### src/rtl/hazard_stall_ctrl.sv
// hazard_stall_ctrl: load-use bubble insertion, data-memory wait freeze and
// memory-timeout watchdog for the 5-stage MIPS pipeline.
// Optional performance counters are built when HAZARD_PERF_CNT_EN is defined;
// otherwise LU_STALL_CNT and MEM_STALL_CNT are tied to zero.
module hazard_stall_ctrl #(
  parameter int TIMEOUT_CYCLES = 64,
  parameter int CNT_W          = 16
) (
  input  logic             clk,
  input  logic             rst,
  input  logic [4:0]       ID_RS,
  input  logic [4:0]       ID_RT,
  input  logic             ID_RT_USED,
  input  logic             EX_MemRead,
  input  logic [4:0]       EX_RT,
  input  logic             MEM_REQ,
  input  logic             MEM_ACK,
  output logic             PC_WRITE,
  output logic             IFID_WRITE,
  output logic             IDEX_BUBBLE,
  output logic             PIPE_FREEZE,
  output logic             MEM_TIMEOUT,
  output logic [1:0]       STALL_STATE,
  output logic [CNT_W-1:0] LU_STALL_CNT,
  output logic [CNT_W-1:0] MEM_STALL_CNT
);

  localparam int WCNT_W = $clog2(TIMEOUT_CYCLES + 1);
  localparam logic [WCNT_W-1:0] WCNT_LAST = WCNT_W'(TIMEOUT_CYCLES - 1);

  typedef enum logic [1:0] {
    ST_RUN  = 2'b00,
    ST_WAIT = 2'b01,
    ST_ERR  = 2'b10
  } state_t;

  state_t            state;
  logic [WCNT_W-1:0] wait_cnt;
  logic              lu;
  logic              mw;

  // Load in EX feeds a source of the instruction in ID; r0 is never a hazard.
  assign lu = EX_MemRead && (EX_RT != 5'd0) &&
              ((EX_RT == ID_RS) || (ID_RT_USED && (EX_RT == ID_RT)));
  // Data memory is busy with an access it has not finished.
  assign mw = MEM_REQ && !MEM_ACK;

  // Stall FSM with watchdog; the first frozen RUN cycle counts as cycle 1.
  always_ff @(posedge clk or posedge rst) begin
    if (rst) begin
      state    <= ST_RUN;
      wait_cnt <= '0;
    end else begin
      case (state)
        ST_RUN: begin
          if (mw) begin
            state    <= ST_WAIT;
            wait_cnt <= WCNT_W'(1);
          end
        end
        ST_WAIT: begin
          if (MEM_ACK) begin
            state    <= ST_RUN;
            wait_cnt <= '0;
          end else if (wait_cnt == WCNT_LAST) begin
            state <= ST_ERR;
          end else begin
            wait_cnt <= wait_cnt + WCNT_W'(1);
          end
        end
        ST_ERR: begin
          state <= ST_ERR;
        end
        default: begin
          state    <= ST_RUN;
          wait_cnt <= '0;
        end
      endcase
    end
  end

  // Zero-latency stall decode; reset forces the non-stall values.
  always_comb begin
    PC_WRITE    = 1'b1;
    IFID_WRITE  = 1'b1;
    IDEX_BUBBLE = 1'b0;
    PIPE_FREEZE = 1'b0;
    if (!rst) begin
      case (state)
        ST_RUN, ST_WAIT: begin
          // Freeze wins over a bubble: ID/EX is held, LU is re-checked later.
          if ((state == ST_RUN) ? mw : !MEM_ACK) begin
            PIPE_FREEZE = 1'b1;
            PC_WRITE    = 1'b0;
            IFID_WRITE  = 1'b0;
          end else if (lu) begin
            IDEX_BUBBLE = 1'b1;
            PC_WRITE    = 1'b0;
            IFID_WRITE  = 1'b0;
          end
        end
        ST_ERR: begin
          PIPE_FREEZE = 1'b1;
          PC_WRITE    = 1'b0;
          IFID_WRITE  = 1'b0;
        end
        default: begin
          PC_WRITE   = 1'b1;
          IFID_WRITE = 1'b1;
        end
      endcase
    end
  end

  assign STALL_STATE = rst ? 2'b00 : state;
  assign MEM_TIMEOUT = !rst && (state == ST_ERR);

`ifdef HAZARD_PERF_CNT_EN
  logic [CNT_W-1:0] lu_cnt;
  logic [CNT_W-1:0] mem_cnt;

  // Saturating stall-cycle counters; freeze cycles spent in ERR are not counted.
  always_ff @(posedge clk or posedge rst) begin
    if (rst) begin
      lu_cnt  <= '0;
      mem_cnt <= '0;
    end else begin
      if (IDEX_BUBBLE && (lu_cnt != {CNT_W{1'b1}}))
        lu_cnt <= lu_cnt + CNT_W'(1);
      if (PIPE_FREEZE && (state != ST_ERR) && (mem_cnt != {CNT_W{1'b1}}))
        mem_cnt <= mem_cnt + CNT_W'(1);
    end
  end

  assign LU_STALL_CNT  = lu_cnt;
  assign MEM_STALL_CNT = mem_cnt;
`else
  assign LU_STALL_CNT  = '0;
  assign MEM_STALL_CNT = '0;
`endif

endmodule

### config.mk
export PLATFORM = sky130hd
export DESIGN_NAME = hazard_stall_ctrl
export DESIGN_NICKNAME = d
export VERILOG_FILES = /design/src/rtl/hazard_stall_ctrl.sv
export SDC_FILE = /design/constraint.sdc
export NUM_CORES = 1
export LEC_CHECK = 0
export CELL_PAD_IN_SITES_DETAIL_PLACEMENT = 1
export CELL_PAD_IN_SITES_GLOBAL_PLACEMENT = 2
export CORE_ASPECT_RATIO = 0.75
export CORE_MARGIN = 2
export CORE_UTILIZATION = 18
export DETAILED_ROUTE_END_ITERATION = 8
export PLACE_DENSITY_LB_ADDON = 0.1
export SYNTH_ARGS = -nofsm -noshare
export SYNTH_HDL_FRONTEND = slang
export SYNTH_SLANG_ARGS = --single-unit
### constraint.sdc
create_clock -name clk -period 2.6 [get_ports clk]
set_clock_uncertainty 0.2 [all_clocks]
set_input_delay 0.65 -clock clk [delete_from_list [all_inputs] [get_ports clk]]
set_output_delay 0.65 -clock clk [all_outputs]
set_load 0.005 [all_outputs]
==> flow_summary.yaml, run 1 <==
hold_path:
  min_path_type: "reg -> reg"
  whs_path_depth: 1
clock_tree:
  clock_path_buffers: 2
  clkTransAtPathRegs_ns: 0.05
  postCtsHoldBufs: 0
  clkSinkCount: 9
  cts-root-buf: "clkbuf_8"
  numCtsBuffers: 3
  clkLatencyLatePin_ns: 0.24
  cts_tree: "built"
  h-tree-depth: 1
cells_and_area:
  seqCellArea_um2: 225
  final_cell_mix: "conb_1 (32), buf_4 (15), dlygate4sd2_1 (10), dfrtp_1 (9), buf_2 (8)"
  area_growth_syn_to_layout_pct: 46.4
  nets: 177
  fillers: 607
  final_common_cell: "conb_1"
  diodes: 0
  final_core_util_pct: 27.5
  drive_gt1_share_pct: 30.5
  multi_input_area_um2: 642
worst_setup_path:
  worst-setup-path-type: "in -> out"
  cp-end-kind: "output pin"
  required_ns: 1.75
  cp_slowest_cell: "or4_4"
  timing.critical_path.mode_cell: "buf_2"
  r2r_setup_slack_ns: 0.73
  rr_worst_depth: 5
  slowest_delay_ns: 0.54
  crit_arrival_ns: 1.76
  cp_max_fo: 3
  critPathLaunchType: "input pin"
  crit_chain: "buf_2 -> or4_4 -> o211ai_1 -> o21ba_2 -> buf_2"
status:
  status: "finished, violations left"
  violations: "negative setup slack"
logic_synthesis:
  ys_warn_count: 0
  ys_ff_latch: 9
  synth.largest_area_cell: "buf_4"
  synth_area_um2: 926
  syn_inst: 112
  synth_top_area_share_pct: 26.8
  yosysSeqAreaShare_pct: 24.3
  synth_cell_types: 37
  avgSynthCellArea_um2: 8.27
  synthTopCellsByArea: "buf_4 (27%), dfrtp_1 (24%), xor2_1 (8.5%)"
placement:
  hpwl_um: 2140
  place.gp.congestion: 0.759
  numPortBuffers: 27
route:
  drt-initial-drc-count: 46
  via_per_inst: 3.99
  drc: 0
  wl_per_cell_um: 12.3
  dr.pass1.iters: 4
  vias: 854
  drtAntennaViolNets: 0
  wirelength_um: 2630
die:
  die_w_um: 86.8
  dieHeight_um: 66.1
  coreArea_um2: 4930
  die-area_um2: 5740
  ioPinCount: 60
  rows: 22
  initial_core_util_pct: 18.8
global_routing:
  grt_pass1_wl_um: 4240
  grt_usage_pct: 9.63
  grt_pass1_vias: 836
  overflow: 0
  antenna_found_initial: 0
  grt_start_max_net_pins: 12
pwr:
  p_per_area_nw_per_um2: 340
  seq_power_share_pct: 33.6
  p_int_w: 0.000324
  pwr-share-comb_pct: 30.4
  p_leak_nw: 0.667
  power_frac_clock_pct: 36.0
  swShare_pct: 29.6
  ir_drop_mv: 0.124
  p_switching_w: 0.000137
sta:
  finalMaxSlewViolations: 0
  whs_ns: 0.331
  setup_ws_ns: -0.00590
  finalSetupViolCount: 2
  max_freq_ghz: 0.384
  rsz0062_at_grt: "yes"
  fin_crit_ns: 2.61
  finalCritPeriodShare_pct: 100
  finalHoldViolations: 0
job:
  drv_cap: 0
state kept, by name, summed over array words and instances (netlist names):
signal and count:
state 2, wait_cnt 7
final timing paths:
path	start	to
worst max-delay path	EX_RT[2]	PC_WRITE
worst min register to register	wait_cnt[5]$_DFFE_PP0P_	wait_cnt[5]$_DFFE_PP0P_
worst min-delay path	wait_cnt[5]$_DFFE_PP0P_	wait_cnt[5]$_DFFE_PP0P_
min in group asynchronous	rst	state[1]$_DFFE_PP0P_
max in group asynchronous	rst	wait_cnt[6]$_DFFE_PP0P_
worst max register to register	wait_cnt[0]$_DFFE_PP0P_	wait_cnt[0]$_DFFE_PP0P_
worst max-delay path: cells and delay by family:
| kind | cells | cell delay (ns) |
|---|---|---|
| simple gates | 1 | 0.54 |
| buf+inv | 2 | 0.22 |
| compound gates | 2 | 0.35 |
routing by layer:
metal | vias up | wire length [um] | track usage (%)
li1 | 405 | - | -
met1 | 403 | 1190 | 12.5
met2 | 46 | 1240 | 16.0
met3 | 0 | 198 | 2.75
met4 | 0 | 0 | 1.76
met5 | - | 0 | 0
cells in the mapped netlist (all sizes together):
cell	number
nor2b	2
or3	1
inv	2
o21a	1
o21ai	4
nand3	3
or4	3
conb	1
nor2	8
o21ba	1
xnor2	1
clkbuf	1
a32o	1
dfrtp	9
a32oi	1
a2111oi	1
o211ai	2
nand2	4
nor3	4
o32ai	1
a21oi	7
o21bai	1
nor4	1
a41oi	1
a21boi	1
o22ai	1
a21o	1
buf	35
ha	1
o22a	1
xor2	9
and2	1
mux2i	1
final cells by class:
class	instances	area share, %
Inverter	2	0.554
Clock buffer	4	3.32
Tap cell	60	5.54
Multi-Input combinational cell	96	47.4
Timing Repair Buffer	43	26.6
Sequential cell	9	16.6
per-stage QoR:
stage	cell area [um^2]	instances	setup TNS (ns)	power, W	worst slack [ns]
2_1_floorplan	1040	143	0	0.000248	0.155
3_3_place_gp	1220	208	-3.59	0.000286	-0.891
3_5_place_dp	1220	208	-3.20	0.000284	-0.784
4_1_cts	1270	214	-0.139	0.000455	-0.0475
5_1_grt	1360	214	-0.229	0.000498	-0.0800
6_report	1360	214	-0.0103	0.000461	-0.00590
timing repair:
action	4_1_cts	5_1_grt
setup buffers	2	0
endpoints found under the hold margin	0	0
endpoints found under the setup margin	7	6
pin swaps	17	6
gates resized for setup	64	28
cells by family (layout without fill, tap and decap cells):
kind of cell,Yosys count,after routing,share of synthesized area (%)
buf+inv,38,49,29.7
simple gates,27,27,15.0
compound gates,25,25,18.6
xor+xnor,10,10,9.46
flops,9,9,24.3
fa+ha+maj,1,1,1.35
other cells,1,32,0.405
mux,1,1,1.08
power groups by stage:
stage | clock network (W) | logic, W | registers, W
floorplan | 0 | 0.0000929 | 0.000155
global placement | 0 | 0.000130 | 0.000156
detailed placement | 0 | 0.000127 | 0.000157
CTS | 0.000176 | 0.000124 | 0.000154
global route | 0.000186 | 0.000156 | 0.000156
finish | 0.000166 | 0.000140 | 0.000155
No activity file was read; power rests on OpenSTA's default activity.
==> inputs of run 2 (changes only) <==
CORE_MARGIN = not set   (was 2)
==> flow_summary.yaml, run 2 (synthesis gave the netlist of run 1 again) <==
status:
  status: "finished, violations left"
  violations: "design-rule violations, negative setup slack"
route:
  wirelength_um: 2490
  drtAntennaViolNets: 0
  dr.pass1.iters: 8
  drt-initial-drc-count: 53
  vias: 800
  via_per_inst: 3.83
  wl_per_cell_um: 11.9
  drc: 3
die:
  die_w_um: 84.8
  die-area_um2: 5440
  rows: 22
  coreArea_um2: 4930
  ioPinCount: 60
  dieHeight_um: 64.1
  initial_core_util_pct: 18.8
sta:
  finalMaxSlewViolations: 0
  max_freq_ghz: 0.382
  finalHoldViolations: 0
  finalCritPeriodShare_pct: 101
  finalSetupViolCount: 2
  rsz0062_at_grt: "yes"
  setup_ws_ns: -0.0186
  whs_ns: 0.334
  fin_crit_ns: 2.62
cells_and_area:
  final_core_util_pct: 25.3
  final_common_cell: "conb_1"
  final_cell_mix: "conb_1 (32), buf_4 (13), dlygate4sd2_1 (10), dfrtp_1 (9), nor2_1 (7)"
  reg_top3: "wait_cnt (7), state (2)"
  nets: 172
  diodes: 0
  area_growth_syn_to_layout_pct: 34.7
  largest_register_ffs: 7
  fin_area_um2: 1250
  largest-register: "wait_cnt"
  drive_gt1_share_pct: 26.8
job:
  drv_cap: 0
pwr:
  ir_drop_mv: 0.0827
  p_per_area_nw_per_um2: 357
  p_leak_nw: 0.584
worst_setup_path:
  reg2reg_from: "wait_cnt[0]$_DFFE_PP0P_"
  required_ns: 1.75
  critPathLaunchType: "input pin"
  reg2reg_to: "wait_cnt[0]$_DFFE_PP0P_"
  worst-setup-path-type: "in -> out"
  rr_worst_depth: 5
  cp_max_fo: 2
  crit_arrival_ns: 1.77
  cp-end-kind: "output pin"
  r2r_setup_slack_ns: 0.66
placement:
  place_area_um2: 1190
  place.gp.congestion: 0.768
  hpwl_um: 2040
  pre_cts_ws_ns: -0.772
  numPortBuffers: 27
hold_path:
  worst_hold_path.endpoint: "wait_cnt[5]$_DFFE_PP0P_"
  hp-start: "wait_cnt[5]$_DFFE_PP0P_"
  whs_path_depth: 1
  min_path_type: "reg -> reg"
clock_tree:
  clock_path_buffers: 2
  clkTransAtPathRegs_ns: 0.05
  clkSinkCount: 9
  cts-root-buf: "clkbuf_8"
  numCtsBuffers: 3
  h-tree-depth: 1
  clkLatencyLatePin_ns: 0.24
  postCtsHoldBufs: 0
  cts_tree: "built"
global_routing:
  grt_usage_pct: 9.60
  grt_pass1_vias: 783
  antenna_found_initial: 0
  grt_pass1_wl_um: 4010
  overflow: 0
  grt_start_max_net_pins: 12
run 2: timing repair:
action	CTS	global route
buffers inserted	1	0
endpoints found under the setup margin	7	3
resized for setup	64	14
pin swaps	17	6
run 2: worst max path at each step:
stage | endpoint | slack [ns] | depth (start not counted) | start
finish | PC_WRITE | -0.02 | 5 | ID_RT[2]
global route | PC_WRITE | -0.07 | 6 | EX_RT[4]
CTS | PC_WRITE | -0.07 | 7 | EX_RT[1]
detailed placement | PC_WRITE | -0.77 | 5 | EX_RT[2]
global placement | IFID_WRITE | -0.75 | 5 | EX_RT[2]
floorplan | PC_WRITE | 0.15 | 4 | EX_RT[1]
run 2: layout make-up:
cell class | instances | area, um^2
clock buffer | 4 | 45.0
fill | 599 | 3680
inverter | 2 | 7.51
multi-input combinational | 96 | 592
sequential | 9 | 225
tap | 60 | 75.1
timing repair buffer | 38 | 303
run 2: critical path: stages:
cell and delay (ns):
clkdlybuf4s50_1 0.47, xnor2_1 0.14, a32oi_2 0.15, o21ba_2 0.24
buf_2 0.12
run 2: metal layers:
layer | track usage (%) | up-vias | share of wire, %
met3 | 2.45 | 3 | 5.0
met5 | 0 | - | 0
met4 | 1.27 | 0 | 0.52
met2 | 16.5 | 38 | 48
met1 | 12.5 | 362 | 47
li1 | - | 397 | -
run 2: power breakdown:
group          switching (W)  total, W  internal, W
registers         0.00000804  0.000155     0.000147
clock network      0.0000602  0.000167     0.000107
logic              0.0000633  0.000123    0.0000595
run 2: metrics by stage:
stage               power, W  setup TNS, ns  instances
global placement    0.000279          -3.23        204
global route        0.000475         -0.139        209
floorplan           0.000248              0        143
finish              0.000446        -0.0364        209
CTS                 0.000447         -0.137        209
detailed placement  0.000280          -3.19        204
